--- config.mk ---
export PLATFORM = sky130hd
export DESIGN_NAME = ifetch_ctrl
export DESIGN_NICKNAME = d
export VERILOG_FILES = /design/src/rtl/fetch_pkg.sv /design/src/rtl/fetch_fifo.sv /design/src/rtl/ifetch_ctrl.sv
export SDC_FILE = /design/constraint.sdc
export NUM_CORES = 1
export LEC_CHECK = 0
export BUFFER_PORTS_ARGS = -buffer_cell sky130_fd_sc_hd__buf_4
export CORE_MARGIN = 4
export CORE_UTILIZATION = 53
export CTS_CLUSTER_DIAMETER = 50
export DETAILED_ROUTE_END_ITERATION = 10
export GPL_TIMING_DRIVEN = 0
export PLACE_DENSITY = 0.8
export SLEW_MARGIN = 5
export SYNTH_ARGS = -nofsm -noshare
export SYNTH_HDL_FRONTEND = slang
export SYNTH_SLANG_ARGS = --single-unit
--- constraint.sdc ---
create_clock -name clk -period 8.7 [get_ports clk]
set_input_delay 1.305 -clock clk [delete_from_list [all_inputs] [get_ports clk]]
set_output_delay 1.305 -clock clk [all_outputs]
set_load 0.02 [all_outputs]
--- src/rtl/fetch_pkg.sv ---
// Shared types and constants for the instruction fetch sequencer.
package fetch_pkg;

  localparam logic [31:0] NOP_INSTR   = 32'h0000_0013;
  localparam int unsigned INSTR_BYTES = 4;

  typedef struct packed {
    logic [31:0] pc;
    logic [31:0] instr;
  } fetch_entry_t;

  typedef enum logic [0:0] {
    RUN,
    HALT
  } fetch_state_e;

endpackage

--- src/rtl/fetch_fifo.sv ---
// Synchronous FIFO of fetch entries; flush wins over push/pop, head reads 0 when empty.
module fetch_fifo
  import fetch_pkg::*;
#(
  parameter int unsigned DEPTH = 2
) (
  input  logic                       clk,
  input  logic                       reset,
  input  logic                       push_i,
  input  fetch_entry_t               entry_i,
  input  logic                       pop_i,
  input  logic                       flush_i,
  output fetch_entry_t               head_o,
  output logic [$clog2(DEPTH):0]     count_o,
  output logic                       full_o,
  output logic                       empty_o
);

  localparam int unsigned PtrW = $clog2(DEPTH);
  localparam int unsigned CntW = PtrW + 1;

  fetch_entry_t          mem_q [DEPTH];
  logic [PtrW-1:0]       wr_ptr_q, wr_ptr_d;
  logic [PtrW-1:0]       rd_ptr_q, rd_ptr_d;
  logic [CntW-1:0]       count_q, count_d;
  logic                  do_push, do_pop;

  assign full_o  = (count_q == CntW'(DEPTH));
  assign empty_o = (count_q == '0);
  assign count_o = count_q;
  assign head_o  = empty_o ? '0 : mem_q[rd_ptr_q];

  // A full FIFO accepts a push only alongside a pop of the head.
  assign do_pop  = pop_i && !empty_o && !flush_i;
  assign do_push = push_i && (!full_o || do_pop) && !flush_i;

  always_comb begin
    wr_ptr_d = wr_ptr_q;
    rd_ptr_d = rd_ptr_q;
    count_d  = count_q;
    if (flush_i) begin
      wr_ptr_d = '0;
      rd_ptr_d = '0;
      count_d  = '0;
    end else begin
      if (do_push) wr_ptr_d = wr_ptr_q + 1'b1;
      if (do_pop)  rd_ptr_d = rd_ptr_q + 1'b1;
      count_d = count_q + CntW'(do_push) - CntW'(do_pop);
    end
  end

  always_ff @(posedge clk or posedge reset) begin
    if (reset) begin
      wr_ptr_q <= '0;
      rd_ptr_q <= '0;
      count_q  <= '0;
    end else begin
      wr_ptr_q <= wr_ptr_d;
      rd_ptr_q <= rd_ptr_d;
      count_q  <= count_d;
    end
  end

  always_ff @(posedge clk) begin
    if (do_push) mem_q[wr_ptr_q] <= entry_i;
  end

endmodule

--- src/rtl/ifetch_ctrl.sv ---
// Fetch sequencer: PC, RUN/HALT control and fetch buffer toward decode.
// Optional FETCH_BYPASS_EN presents the memory word directly when the buffer is empty.
module ifetch_ctrl
  import fetch_pkg::*;
#(
  parameter logic [31:0] RESET_PC   = 32'h0000_0000,
  parameter int unsigned IMEM_BYTES = 128,
  parameter int unsigned FIFO_DEPTH = 2
) (
  input  logic        clk,
  input  logic        reset,
  output logic [31:0] imem_addr,
  input  logic [31:0] imem_rdata,
  input  logic        redirect_valid,
  input  logic [31:0] redirect_pc,
  output logic        id_valid,
  input  logic        id_ready,
  output logic [31:0] id_pc,
  output logic [31:0] id_instr,
  output logic        fetch_halted
);

  logic [31:0]  pc_q, pc_d;
  fetch_state_e state_q, state_d;

  logic         fifo_push, fifo_pop, fifo_flush, fifo_full, fifo_empty;
  fetch_entry_t fifo_head;
  logic [$clog2(FIFO_DEPTH):0] fifo_count;
  logic         pc_in_range, bypass;
  logic         unused_sig;

  assign unused_sig   = ^{redirect_pc[1:0], fifo_count};
  assign imem_addr    = pc_q;
  assign pc_in_range  = (pc_q < 32'(IMEM_BYTES));
  assign fetch_halted = (state_q == HALT);

`ifdef FETCH_BYPASS_EN
  // Reset is gated in so the bypass path cannot raise id_valid while held in reset.
  assign bypass = fifo_empty && (state_q == RUN) && pc_in_range && !redirect_valid && !reset;
`else
  assign bypass = 1'b0;
`endif

  always_comb begin
    if (bypass) begin
      id_valid = 1'b1;
      id_pc    = pc_q;
      id_instr = imem_rdata;
    end else begin
      id_valid = !fifo_empty;
      id_pc    = fifo_head.pc;
      id_instr = fifo_head.instr;
    end
  end

  assign fifo_pop = id_valid && id_ready && !bypass;

  always_comb begin
    pc_d       = pc_q;
    state_d    = state_q;
    fifo_push  = 1'b0;
    fifo_flush = 1'b0;
    if (redirect_valid) begin
      fifo_flush = 1'b1;
      pc_d       = {redirect_pc[31:2], 2'b00};
      state_d    = RUN;
    end else if (state_q == RUN) begin
      if (!pc_in_range) begin
        state_d = HALT;
      end else if (bypass) begin
        if (id_ready) pc_d = pc_q + 32'(INSTR_BYTES);
      end else if (!fifo_full || fifo_pop) begin
        fifo_push = 1'b1;
        pc_d      = pc_q + 32'(INSTR_BYTES);
      end
    end
  end

  always_ff @(posedge clk or posedge reset) begin
    if (reset) begin
      pc_q    <= RESET_PC;
      state_q <= RUN;
    end else begin
      pc_q    <= pc_d;
      state_q <= state_d;
    end
  end

  fetch_fifo #(
    .DEPTH(FIFO_DEPTH)
  ) u_fifo (
    .clk     (clk),
    .reset   (reset),
    .push_i  (fifo_push),
    .entry_i ({pc_q, imem_rdata}),
    .pop_i   (fifo_pop),
    .flush_i (fifo_flush),
    .head_o  (fifo_head),
    .count_o (fifo_count),
    .full_o  (fifo_full),
    .empty_o (fifo_empty)
  );

endmodule

# Yosys cells after proc, flatten, opt, wreduce, memory -nomap -nowiden
# Memory sizes are Yosys's and may differ from the RTL's.
# Index checks and enable logic that the tools add are counted.
[totals]
reg_bits = 37
ram_bits = 128
input_bits = 68
out_inout_bits = 98
elab_cells = 50
memories = 1
[memory_table]
columns = ["name", "depth", "word_bits", "read_ports", "rd_clocked_by_memory_dff", "write_ports", "line_no", "text"]
rows = [
  ["u_fifo.mem_q", 2, 64, 1, 0, 1, "fetch_fifo.sv:22", "fetch_entry_t mem_q [DEPTH];"],
]
[op_classes]
addsub = 5
magnitude_cmp = 1
n_eq_ne = 2
mux = 20
n_reduce_logical = 16
[ops]
columns = ["cell", "n"]
rows = [
  ["$mux 32", 4],
  ["$mux 64", 1],
  ["$add 32x3->32 const B", 1],
  ["$lt 32x8->1 const B", 1],
  ["$mux 1", 14],
  ["$reduce_bool 2->1", 4],
  ["$logic_and 1x1->1", 5],
  ["$logic_not 1->1", 3],
  ["$reduce_and 3->1", 1],
  ["$add 1x1->1 const B", 2],
  ["$add 2x1->2", 1],
  ["$eq 2x2->1 const B", 1],
  ["$logic_not 2->1", 1],
  ["$logic_or 1x1->1", 2],
  ["$mux 2", 1],
  ["$ne 2x2->1 const B", 1],
  ["$sub 2x1->2", 1],
]

# Depth between registers and ports, before layout
# Gate-level depths: netlist of run 1.
[logic_depth]
word_depth = 13
depth_mapped = 9
ltp_nobuf = 9

# Modules after synthesis
# From an unflattened synthesis of run 1, not the netlist that was laid out.
[unflattened]
hier_cells = 405
area_unflattened_um2 = 6502.5
[by_module_without_submodules]
columns = ["module", "n_inst", "cells_per_inst", "area_per_inst_um2", "seq_area_each_um2"]
rows = [
  ["fetch_fifo", 1, 295, 5042.3, 3943.8],
  ["ifetch_ctrl", 1, 110, 1460.2, 775.7],
]

# Least setup slack after synthesis of run 1
# Ideal clock, no wire load.
[synth_path]
path_type = "input-to-reg"
from = "input port redirect_valid"
to = "memory u_fifo.mem_q[1][0] in the netlist's numbering, enable pin"
setup_ns = 0.571
arrival_time_ns = 6.329
t_required_ns = 8.129
slack_ns = 1.800
path_stages = 3
path_buffers = 2
path_cell_list = "buf_1 > clkbuf_1 > nor3b_1"
[synth_between]
elab_chain_cells = 8
word_cells_on_any_way = 9
classes_between = "mux (4); reduce/logical (5)"
[synth_lines]
columns = ["item", "line_no", "text"]
rows = [
  ["start: declaration", "ifetch_ctrl.sv:14", "input logic redirect_valid,"],
  ["$mux 1", "ifetch_ctrl.sv:63", "if (redirect_valid) begin"],
  ["$logic_not 1->1", "fetch_fifo.sv:34, fetch_fifo.sv:35", ""],
  ["$logic_and 1x1->1", "fetch_fifo.sv:34", "assign do_pop = pop_i && !empty_o && !flush_i;"],
  ["$logic_or 1x1->1", "fetch_fifo.sv:35", "assign do_push = push_i && (!full_o || do_pop) && !flush_i;"],
  ["$logic_and 1x1->1", "fetch_fifo.sv:35", ""],
  ["$logic_and 1x1->1 (*)", "fetch_fifo.sv:35", ""],
  ["$mux 1 (*)", "fetch_fifo.sv:65", "if (do_push) mem_q[wr_ptr_q] <= entry_i;"],
  ["$mux 1 (implied by the code) (*)", "fetch_fifo.sv:65", ""],
  ["end: declaration", "fetch_fifo.sv:22", ""],
]
# Every way passes the cells marked *; elsewhere a longest branch is shown, timed or not.

# Worst setup path after layout of run 1
[layout_path]
from = "register u_fifo.count_q[1], in the netlist u_fifo.count_o[1]"
to = "output port id_pc[17]"
[layout_between]
elab_chain_cells = 2
[layout_lines]
columns = ["item", "line_no", "text"]
rows = [
  ["start: declaration", "fetch_fifo.sv:25", "logic [CntW-1:0] count_q, count_d;"],
  ["start signal: assignment", "fetch_fifo.sv:60", "count_q <= count_d;"],
  ["$logic_not 2->1", "fetch_fifo.sv:29", "assign empty_o = (count_q == '0);"],
  ["$mux 64", "fetch_fifo.sv:31", "assign head_o = empty_o ? '0 : mem_q[rd_ptr_q];"],
  ["end: declaration", "ifetch_ctrl.sv:18", "output logic [31:0] id_pc,"],
]
# No other way between the ends.

==> results of run 1 <==
## cell families after synthesis
group / after synthesis
compound gates: 12
xor+xnor: 3
fa+ha+maj: 3
buf+inv: 27
flops: 159
mux: 86
other cells: 1
simple gates: 103
## flip-flops by register name, summed over array words and instances (netlist names)
signal / flops
fetch_halted: 1
imem_addr: 30
u_fifo.count_o: 2
u_fifo.mem_q: 124
u_fifo.rd_ptr_q: 1
u_fifo.wr_ptr_q: 1
## per-layer routing
| layer | share of wire (%) | GRT usage, % | up-vias |
|---|---|---|---|
| met3 | 6.4 | 6.20 | 24 |
| met2 | 51 | 34.0 | 138 |
| met5 | 0 | 0 | - |
| met4 | 1.9 | 7.25 | 0 |
| met1 | 41 | 24.8 | 1923 |
| li1 | - | - | 1843 |
## per-stage QoR
stage	std cells	TNS [ns]	util, %
after floorplan	397	0	-
after global placement	699	-92.71	66.9
after detailed placement	711	0	67.9
after CTS	743	0	72.6
after global routing	743	0	72.6
final	743	0	72.6
## worst reg2reg max path, stage by stage, from the launching register on
cell,delay [ns]
dfrtp_1,0.44
nor4_4,0.45
and4_2,0.34
nand2_1,0.13
nor3b_2,0.61
buf_4,0.34
buf_4,0.25
buf_6,0.19
## worst max-delay path by stage
stage | startpoint | end | cells past startpoint
after CTS | u_fifo.count_o[1] | id_pc[16] | 4
after global routing | u_fifo.count_o[0] | id_instr[13] | 4
final | u_fifo.count_o[1] | id_pc[17] | 4
after detailed placement | redirect_valid | u_fifo.mem_q[1][4] | 7
after floorplan | redirect_valid | u_fifo.mem_q[1][0] | 3
after global placement | redirect_valid | u_fifo.mem_q[1][4] | 4
## where the power goes
group / internal (mW) / switching, mW / total (mW) / leakage (nW)
sequential: 0.839 / 0.0267 / 0.865 / 1.53
combinational: 0.0530 / 0.0490 / 0.102 / 1.41
clock: 0.417 / 0.270 / 0.686 / 0.259
## final cells by class
cell class | instances | area (um^2)
well taps | 143 | 179
flip-flops and latches | 159 | 4600
clock buffers | 23 | 448
repair buffers | 171 | 1300
fillers | 760 | 3170
multi-input cells | 211 | 1650
clock inverters | 9 | 92.6
plain buffers | 21 | 101
inverters | 6 | 22.5
## layout by cell type, fill, tap and decap left out, types with 2 or more instances in the layout
| cell type | n |
|---|---|
| a31oi_1 | 3 |
| clkinv_1 | 5 |
| edfxtp_1 | 124 |
| clkbuf_16 | 17 |
| nand4_4 | 2 |
| buf_4 | 170 |
| mux2i_1 | 62 |
| buf_2 | 6 |
| nand3_1 | 5 |
| nor2b_1 | 2 |
| clkinv_2 | 2 |
| ha_1 | 3 |
| nor4_4 | 6 |
| buf_1 | 3 |
| dfrtp_1 | 35 |
| clkbuf_1 | 14 |
| o31ai_1 | 2 |
| conb_1 | 4 |
| nand2_1 | 4 |
| xor2_1 | 2 |
| inv_1 | 4 |
| mux2_2 | 24 |
| o21ai_0 | 2 |
| nor2_1 | 72 |
| buf_6 | 5 |
| or4_1 | 3 |
| bufinv_16 | 2 |
==> impl_metrics.env, run 1 <==
export IMPL_status="finished, final reports clean"
export IMPL_die_x_um=117
export IMPL_hold_buffers=0
export IMPL_avgRoutedWirePerCell_um=18.3
export IMPL_path_cells="nor2_1 -> clkbuf_1 -> nor2_1 -> buf_4"
export IMPL_r2r_slack_ns=5.66
export IMPL_grt_pass1_wl_um=21700
export IMPL_synth_distinct_cells=37
export IMPL_finalSetupViolations=0
export IMPL_io_pins=166
export IMPL_route_detailed_drc=0
export IMPL_critical_path_most_common_cell="nor2_1"
export IMPL_yosysTopAreaCell="edfxtp_1"
export IMPL_die_area_mm2=0.0138
export IMPL_overflow=0
export IMPL_syn_avg_cell_area_um2=16.1
export IMPL_antenna_left=0
export IMPL_synth_simple_gate_area_share_pct=9.14
export IMPL_async_flop_share_pct=22.0
export IMPL_r2r_start="imem_addr[30]"
export IMPL_finalPower_mw=1.65
export IMPL_vias=3928
export IMPL_yosys_top_cells_area="edfxtp_1, dfrtp_1, mux2i_1, nor2_1, mux2_2"
export IMPL_ir_drop_mv=0.147
export IMPL_coreArea_mm2=0.0116
export IMPL_syn_to_final_growth_pct=32.2
export IMPL_dp_hpwl_um=9630
export IMPL_drive_gt1_share_pct=40.3
export IMPL_grt_pass1_vias=4106
export IMPL_drt_pass1_iterations=4
export IMPL_initialDrtViolationCount=190
export IMPL_whs_ns=0.542
export IMPL_synth_commonest_cells="edfxtp_1, nor2_1, mux2i_1, dfrtp_1, mux2_2"
export IMPL_synth_top_family_by_area="multiplexers"
export IMPL_crit_path_start_kind="flip-flop"
export IMPL_fmax_mhz=283
export IMPL_final_area_mm2=0.00840
export IMPL_path_max_fanout=10
export IMPL_die_h_um=117
export IMPL_hold_start="imem_addr[27]"
export IMPL_synth_seq_cells=159
export IMPL_synthAdderAreaFrac_pct=0.591
export IMPL_crit_required_ns=7.39
export IMPL_arrival_ns=2.23
export IMPL_diodes=0
export IMPL_post_cts_setup_buffers=0
export IMPL_clk_pin_slew_worst_paths_ns=0.06
export IMPL_crit_family="simple AND/OR/NAND/NOR gates"
export IMPL_synthXorXnorAreaFrac_pct=0.414
export IMPL_start_util_pct=54.9
export IMPL_clock_sinks=159
export IMPL_clk_path_buf_depth=2
export IMPL_netlist_instances=394
export IMPL_fin_crit_sh_pct=40.6
export IMPL_crit_slowest_cell="nor2_1"
export IMPL_cts_root_buf="clkbuf_16"
export IMPL_yosysTopAreaCellShare_pct=58.6
export IMPL_ys_flop_type="edfxtp_1"
export IMPL_fin_skew_ns=0.00672
export IMPL_end_kind="output port"
export IMPL_max_stage_delay_ns=0.64
export IMPL_grt_start_max_net_pins=36
export IMPL_cp_num_buf_inv=2
export IMPL_finalHoldViolations=0
export IMPL_cts_resized_gates=0
export IMPL_min_period_ns=3.54
export IMPL_synth_compound_area_share_pct=1.42
export IMPL_io_buffers=159
export IMPL_rsz0062_at_grt="false"
export IMPL_worstHoldPathCells=0
export IMPL_antenna_found_initial=0
export IMPL_synth_most_common_cell="edfxtp_1"
export IMPL_leakagePower_nw=3.20
export IMPL_netlist_area_mm2=0.00635
export IMPL_slew_limit_headroom_pct=44.7
export IMPL_slew_viol_final=0
export IMPL_setup_ws_ns=5.16
export IMPL_wl_um=13600
export IMPL_post_place_ws_ns=4.86
export IMPL_htree_num_levels=4
export IMPL_worst_skew_pair_late_latency_ns=0.42
export IMPL_cts_made_buffers=17
export IMPL_synth_edff_count=124
export IMPL_yosysWarnings=0
export IMPL_hp_class="reg -> reg"
export IMPL_synthMuxAreaShare_pct=14.0
export IMPL_nets=658
export IMPL_place_gp_congestion=0.761
export IMPL_reg2reg_depth=7
export IMPL_whs_endpoint="u_fifo.mem_q[0][59]"
export IMPL_dpl_cell_area_mm2=0.00786
export IMPL_drv_cap=0
export IMPL_cts_tree="built"
export IMPL_track_usage_pct=20.2
export IMPL_critPathKind="reg -> out"
export IMPL_via_per_inst=5.29
export IMPL_worst_slew_pin_transition_ns=0.826
export IMPL_ys_seq_area_share_pct=72.4
export IMPL_p_per_area_mw_per_mm2=197
export IMPL_rows=39
export IMPL_rr_endpoint="u_fifo.mem_q[1][4]"
No activity file was read; power rests on OpenSTA's default activity.
==> run 2: changes to the inputs <==
ABC_AREA = 1   (was unset)
clock period = 3.46 ns   (was 8.7 ns; I/O delays follow)
==> impl_metrics.env, run 2 <==
export IMPL_avgRoutedWirePerCell_um=16.9
export IMPL_syn_to_final_growth_pct=32.3
export IMPL_netlist_area_mm2=0.00635
export IMPL_crit_path_start="u_fifo.count_o[1]"
export IMPL_hold_buffers=0
export IMPL_cts_root_buf="clkbuf_16"
export IMPL_post_place_ws_ns=1.13
export IMPL_fmax_mhz=384
export IMPL_clock_sinks=159
export IMPL_fin_crit_sh_pct=75.3
export IMPL_drive_gt1_share_pct=28.2
export IMPL_worst_skew_pair_late_latency_ns=0.42
export IMPL_htree_num_levels=4
export IMPL_end_kind="output port"
export IMPL_cts_tree="built"
export IMPL_p_per_area_mw_per_mm2=519
export IMPL_path_max_fanout=10
export IMPL_route_detailed_drc=0
export IMPL_die_x_um=117
export IMPL_fin_skew_ns=0.0110
export IMPL_initialDrtViolationCount=345
export IMPL_finalHoldViolations=0
export IMPL_cts_resized_gates=0
export IMPL_place_gp_congestion=0.834
export IMPL_syn_avg_cell_area_um2=11.3
export IMPL_grt_start_max_net_pins=63
export IMPL_io_pins=166
export IMPL_critPathKind="reg -> out"
export IMPL_setup_ws_ns=0.853
export IMPL_yosys_top_cells_area="edfxtp_1, dfrtp_1, nand2_1, a21oi_1, nor2_1"
export IMPL_r2r_start="imem_addr[28]"
export IMPL_drv_cap=0
export IMPL_track_usage_pct=22.0
export IMPL_die_area_mm2=0.0138
export IMPL_diodes=0
export IMPL_hp_class="in -> async"
export IMPL_grt_pass1_vias=4649
export IMPL_slew_viol_final=0
export IMPL_arrival_ns=2.09
export IMPL_mostFrequentLayoutCell="nand2_1"
export IMPL_final_cell_mix="nand2_1, buf_4, edfxtp_1"
export IMPL_vias=4654
export IMPL_rsz0062_at_grt="false"
export IMPL_via_per_inst=5.16
export IMPL_synth_distinct_cells=22
export IMPL_clk_pin_slew_worst_paths_ns=0.06
export IMPL_synth_seq_cells=159
export IMPL_post_cts_setup_buffers=0
export IMPL_ys_seq_area_share_pct=72.4
export IMPL_cts_made_buffers=17
export IMPL_fillers=796
export IMPL_antenna_left=0
export IMPL_wl_um=15200
export IMPL_largest_register_ffs=124
export IMPL_synth_most_common_cell="nand2_1"
export IMPL_min_period_ns=2.61
export IMPL_slew_limit_headroom_pct=44.2
export IMPL_overflow=0
export IMPL_status="finished, final reports clean"
export IMPL_crit_required_ns=2.94
export IMPL_yosysTopAreaCell="edfxtp_1"
export IMPL_reg2reg_depth=7
export IMPL_worst_slew_pin_transition_ns=0.837
export IMPL_synth_commonest_cells="nand2_1, edfxtp_1, a21oi_1, nor2_1, dfrtp_1"
export IMPL_regMostFlops="u_fifo.mem_q"
export IMPL_ys_flop_type="edfxtp_1"
export IMPL_async_flop_share_pct=22.0
export IMPL_die_h_um=117
export IMPL_antenna_found_initial=0
export IMPL_leakagePower_nw=3.60
export IMPL_synth_edff_count=124
export IMPL_io_buffers=159
export IMPL_netlist_instances=563
export IMPL_nets=817
export IMPL_clk_path_buf_depth=2
export IMPL_crit_path_start_kind="flip-flop"
export IMPL_whs_ns=0.248
export IMPL_yosysTopAreaCellShare_pct=58.6
export IMPL_rows=39
export IMPL_yosysWarnings=0
export IMPL_grt_pass1_wl_um=23700
export IMPL_finalSetupViolations=0
export IMPL_ir_drop_mv=0.278
export IMPL_drt_pass1_iterations=5
export IMPL_start_util_pct=54.9
export IMPL_coreArea_mm2=0.0116
export IMPL_dp_hpwl_um=10300
## run 2: cell count changes in the layout (fill, tap and decap cells not counted), moves of 7 or more
cell / change
o21ai_0: +7
buf_2: +8
buf_4: -7
a21oi_1: +65
inv_1: +20
mux2_2: -24
nand3_1: +14
nand2_1: +181
mux2i_1: -62
nor2_1: -23
## run 2: worst max-delay path, cell delays in order (launching register included)
cell and delay, ns:
dfrtp_1 0.42, nor2_2 0.50, clkbuf_1 0.45, a21oi_1 0.12, buf_4 0.19
## run 2: layer usage
| layer | track usage, % | wire [um] | vias to the layer above |
|---|---|---|---|
| li1 | - | - | 2244 |
| met1 | 26.7 | 6180 | 2207 |
| met2 | 37.3 | 7760 | 179 |
| met3 | 6.49 | 1010 | 24 |
| met4 | 8.35 | 293 | 0 |
| met5 | 0 | 0 | - |
## run 2: kinds of logic after synthesis
kind of cell / Yosys count / share of synthesized area, %
flip-flops: 159 / 72.4
AO/OA/AOI/OAI: 75 / 5.91
XOR/XNOR: 6 / 0.828
buffers and inverters: 59 / 4.12
adder cells (fa/ha/maj): 3 / 0.591
AND/OR/NAND/NOR: 260 / 16.1
other: 1 / 0.0591
## run 2: final cells by class
type	count	area, um^2	area share [%]
Buffer	31	156	1.86
Clock buffer	22	444	5.29
Clock inverter	10	165	1.97
Inverter	28	108	1.28
Multi-Input combinational cell	348	1510	17.9
Sequential cell	159	4600	54.8
Tap cell	143	179	2.13
Timing Repair Buffer	161	1240	14.8
## run 2: final timing paths
kind	endpoint	slack, ns
min in group clk	u_fifo.mem_q[1][19]	0.28
worst min register to register	u_fifo.mem_q[0][48]	0.51
max in group asynchronous	imem_addr[26]	2.71
worst min-delay path	imem_addr[4]	0.25
worst max register to register	u_fifo.mem_q[0][9]	1.10
worst max-delay path	id_instr[15]	0.85
## run 2: power breakdown
part           switching [mW]  internal (mW)
Clock                   0.708           1.21
Combinational           0.152          0.128
Sequential             0.0538           2.11
## run 2: through the flow
step	setup TNS, ns	power (mW)	std cells	instance area (um^2)	utilization (%)
floorplan	0	2.32	566	6360	-
global placement	-41.37	2.47	868	7740	66.9
detailed placement	0	2.48	870	7790	67.4
CTS	0	4.38	902	8400	72.6
global route	0	4.50	902	8400	72.6
finish	0	4.36	902	8400	72.6
==> run 3: changes to the inputs <==
CORE_UTILIZATION = 47   (was 53)
PLACE_DENSITY = 0.75   (was 0.8)
clock period = 2.3 ns   (was 3.46 ns; I/O delays follow)
==> impl_metrics.env, run 3 (synthesis gave the netlist of run 2 again) <==
export IMPL_status="finished, final reports clean"
export IMPL_nets=826
export IMPL_drive_gt1_share_pct=32.9
export IMPL_grt_pass1_vias=4643
export IMPL_cp_depth=5
export IMPL_rsz0062_at_grt="true"
export IMPL_dp_cells=903
export IMPL_final_cell_mix="nand2_1, buf_4, edfxtp_1"
export IMPL_route_detailed_drc=0
export IMPL_arrival_ns=1.87
export IMPL_largest_register_ffs=124
export IMPL_finalHoldViolations=0
export IMPL_path_cells="buf_2 -> clkbuf_1 -> nand2_1 -> a21oi_1 -> buf_4"
export IMPL_dpl_cell_area_mm2=0.00785
export IMPL_die_x_um=124
export IMPL_track_usage_pct=19.5
export IMPL_post_place_ws_ns=-0.479
export IMPL_crit_path_start_kind="flip-flop"
export IMPL_cts_tree="built"
export IMPL_reg2reg_depth=9
export IMPL_die_h_um=124
export IMPL_hp_class="in -> async"
export IMPL_slew_viol_final=0
export IMPL_antenna_found_initial=0
export IMPL_min_period_ns=2.22
export IMPL_final_area_mm2=0.00861
export IMPL_r2r_start="imem_addr[9]"
export IMPL_cp_num_buf_inv=3
export IMPL_initialDrtViolationCount=291
export IMPL_r2r_slack_ns=0.26
export IMPL_start_util_pct=47.9
export IMPL_htree_num_levels=4
export IMPL_crit_path_start="u_fifo.rd_ptr_q"
export IMPL_drv_cap=0
export IMPL_critPathKind="reg -> out"
export IMPL_dp_hpwl_um=10100
export IMPL_cts_made_buffers=17
export IMPL_cts_root_buf="clkbuf_16"
export IMPL_stdcell_count=944
export IMPL_vias=4687
export IMPL_syn_to_final_growth_pct=35.7
export IMPL_finalPower_mw=6.56
export IMPL_io_buffers=159
export IMPL_p_per_area_mw_per_mm2=762
export IMPL_grt_start_max_net_pins=36
export IMPL_regMostFlops="u_fifo.mem_q"
export IMPL_finalSetupViolations=0
export IMPL_diodes=0
export IMPL_clk_pin_slew_worst_paths_ns=0.06
export IMPL_overflow=0
export IMPL_crit_slowest_cell="clkbuf_1"
export IMPL_wl_um=15100
export IMPL_antenna_left=0
export IMPL_coreArea_mm2=0.0132
export IMPL_worst_skew_pair_late_latency_ns=0.41
export IMPL_fin_crit_sh_pct=96.4
export IMPL_worst_slew_pin_transition_ns=0.755
export IMPL_fillers=1071
export IMPL_leakagePower_nw=3.65
export IMPL_via_per_inst=4.97
export IMPL_mostFrequentLayoutCell="nand2_1"
export IMPL_clock_sinks=159
export IMPL_crit_end="id_instr[12]"
export IMPL_clk_path_buf_depth=2
export IMPL_setup_ws_ns=0.0822
export IMPL_path_max_fanout=10
export IMPL_place_gp_congestion=0.821
export IMPL_end_kind="output port"
export IMPL_crit_family="buffers and inverters"
export IMPL_avgRoutedWirePerCell_um=16.0
export IMPL_slew_limit_headroom_pct=49.6
export IMPL_io_pins=166
export IMPL_rr_endpoint="u_fifo.mem_q[1][2]"
export IMPL_grt_pass1_wl_um=23500
export IMPL_ir_drop_mv=0.580
export IMPL_rows=42
export IMPL_crit_required_ns=1.96
export IMPL_max_stage_delay_ns=0.40
export IMPL_fin_skew_ns=0.00865
export IMPL_fmax_mhz=451
export IMPL_drt_pass1_iterations=5
export IMPL_die_area_mm2=0.0154
[run 3: changes by cell type in the layout (fill, tap and decap cells not counted), sizes merged]
| cell | change |
|---|---|
| clkinv | +5 |
| clkbuf | -5 |
| clkinvlp | +3 |
| buf | +6 |
[run 3: power by group]
group          switching (mW)  internal (mW)  total (mW)
registers              0.0820           3.18        3.26
clock network            1.07           1.81        2.88
logic                   0.227          0.193       0.420
total                    1.38           5.18        6.56
[run 3: worst min path at each step]
stage | slack, ns | end | depth (start not counted) | start
finish | 0.07 | imem_addr[20] | 2 | reset
global route | 0.09 | u_fifo.mem_q[0][27] | 1 | imem_rdata[27]
CTS | 0.09 | imem_addr[4] | 2 | reset
detailed placement | 0.49 | u_fifo.mem_q[0][46] | 0 | imem_addr[14]
global placement | 0.48 | u_fifo.mem_q[1][48] | 0 | imem_addr[16]
floorplan | 0.44 | u_fifo.mem_q[0][0] | 0 | imem_rdata[0]
[run 3: area by class of cell]
| class | count | area (um^2) | share of cell area, % |
|---|---|---|---|
| inverter | 28 | 111 | 1.29 |
| buffer | 31 | 166 | 1.93 |
| clock inverter | 15 | 194 | 2.25 |
| timing repair inverter | 3 | 22.5 | 0.261 |
| sequential | 159 | 4620 | 53.6 |
| clock buffer | 17 | 425 | 4.94 |
| timing repair buffer | 167 | 1330 | 15.4 |
| multi-input combinational | 348 | 1530 | 17.7 |
| tap | 176 | 220 | 2.56 |
[run 3: layer usage]
metal	wire (um)	global-route usage (%)
met1	6120	23.7
met2	7600	33.1
met3	1010	5.37
met4	358	7.35
met5	0	0
[run 3: per-stage QoR]
| stage | utilization, % | hold slack (ns) | setup TNS [ns] |
|---|---|---|---|
| 2_1_floorplan | - | 0.444 | -5.95 |
| 3_3_place_gp | 59.0 | 0.478 | -70.05 |
| 3_5_place_dp | 59.3 | 0.490 | -29.80 |
| 4_1_cts | 64.2 | 0.0871 | -3.98 |
| 5_1_grt | 65.1 | 0.0923 | -0.102 |
| 6_report | 65.1 | 0.0712 | 0 |
[run 3: what timing repair did]
item | CTS | global route
hold buffers | 0 | 0
buffers inserted | 1 | 5
setup endpoints to repair | 124 | 115
pin swaps | 4 | 1
cloned | 2 | 1
gates resized for setup | 5 | 17
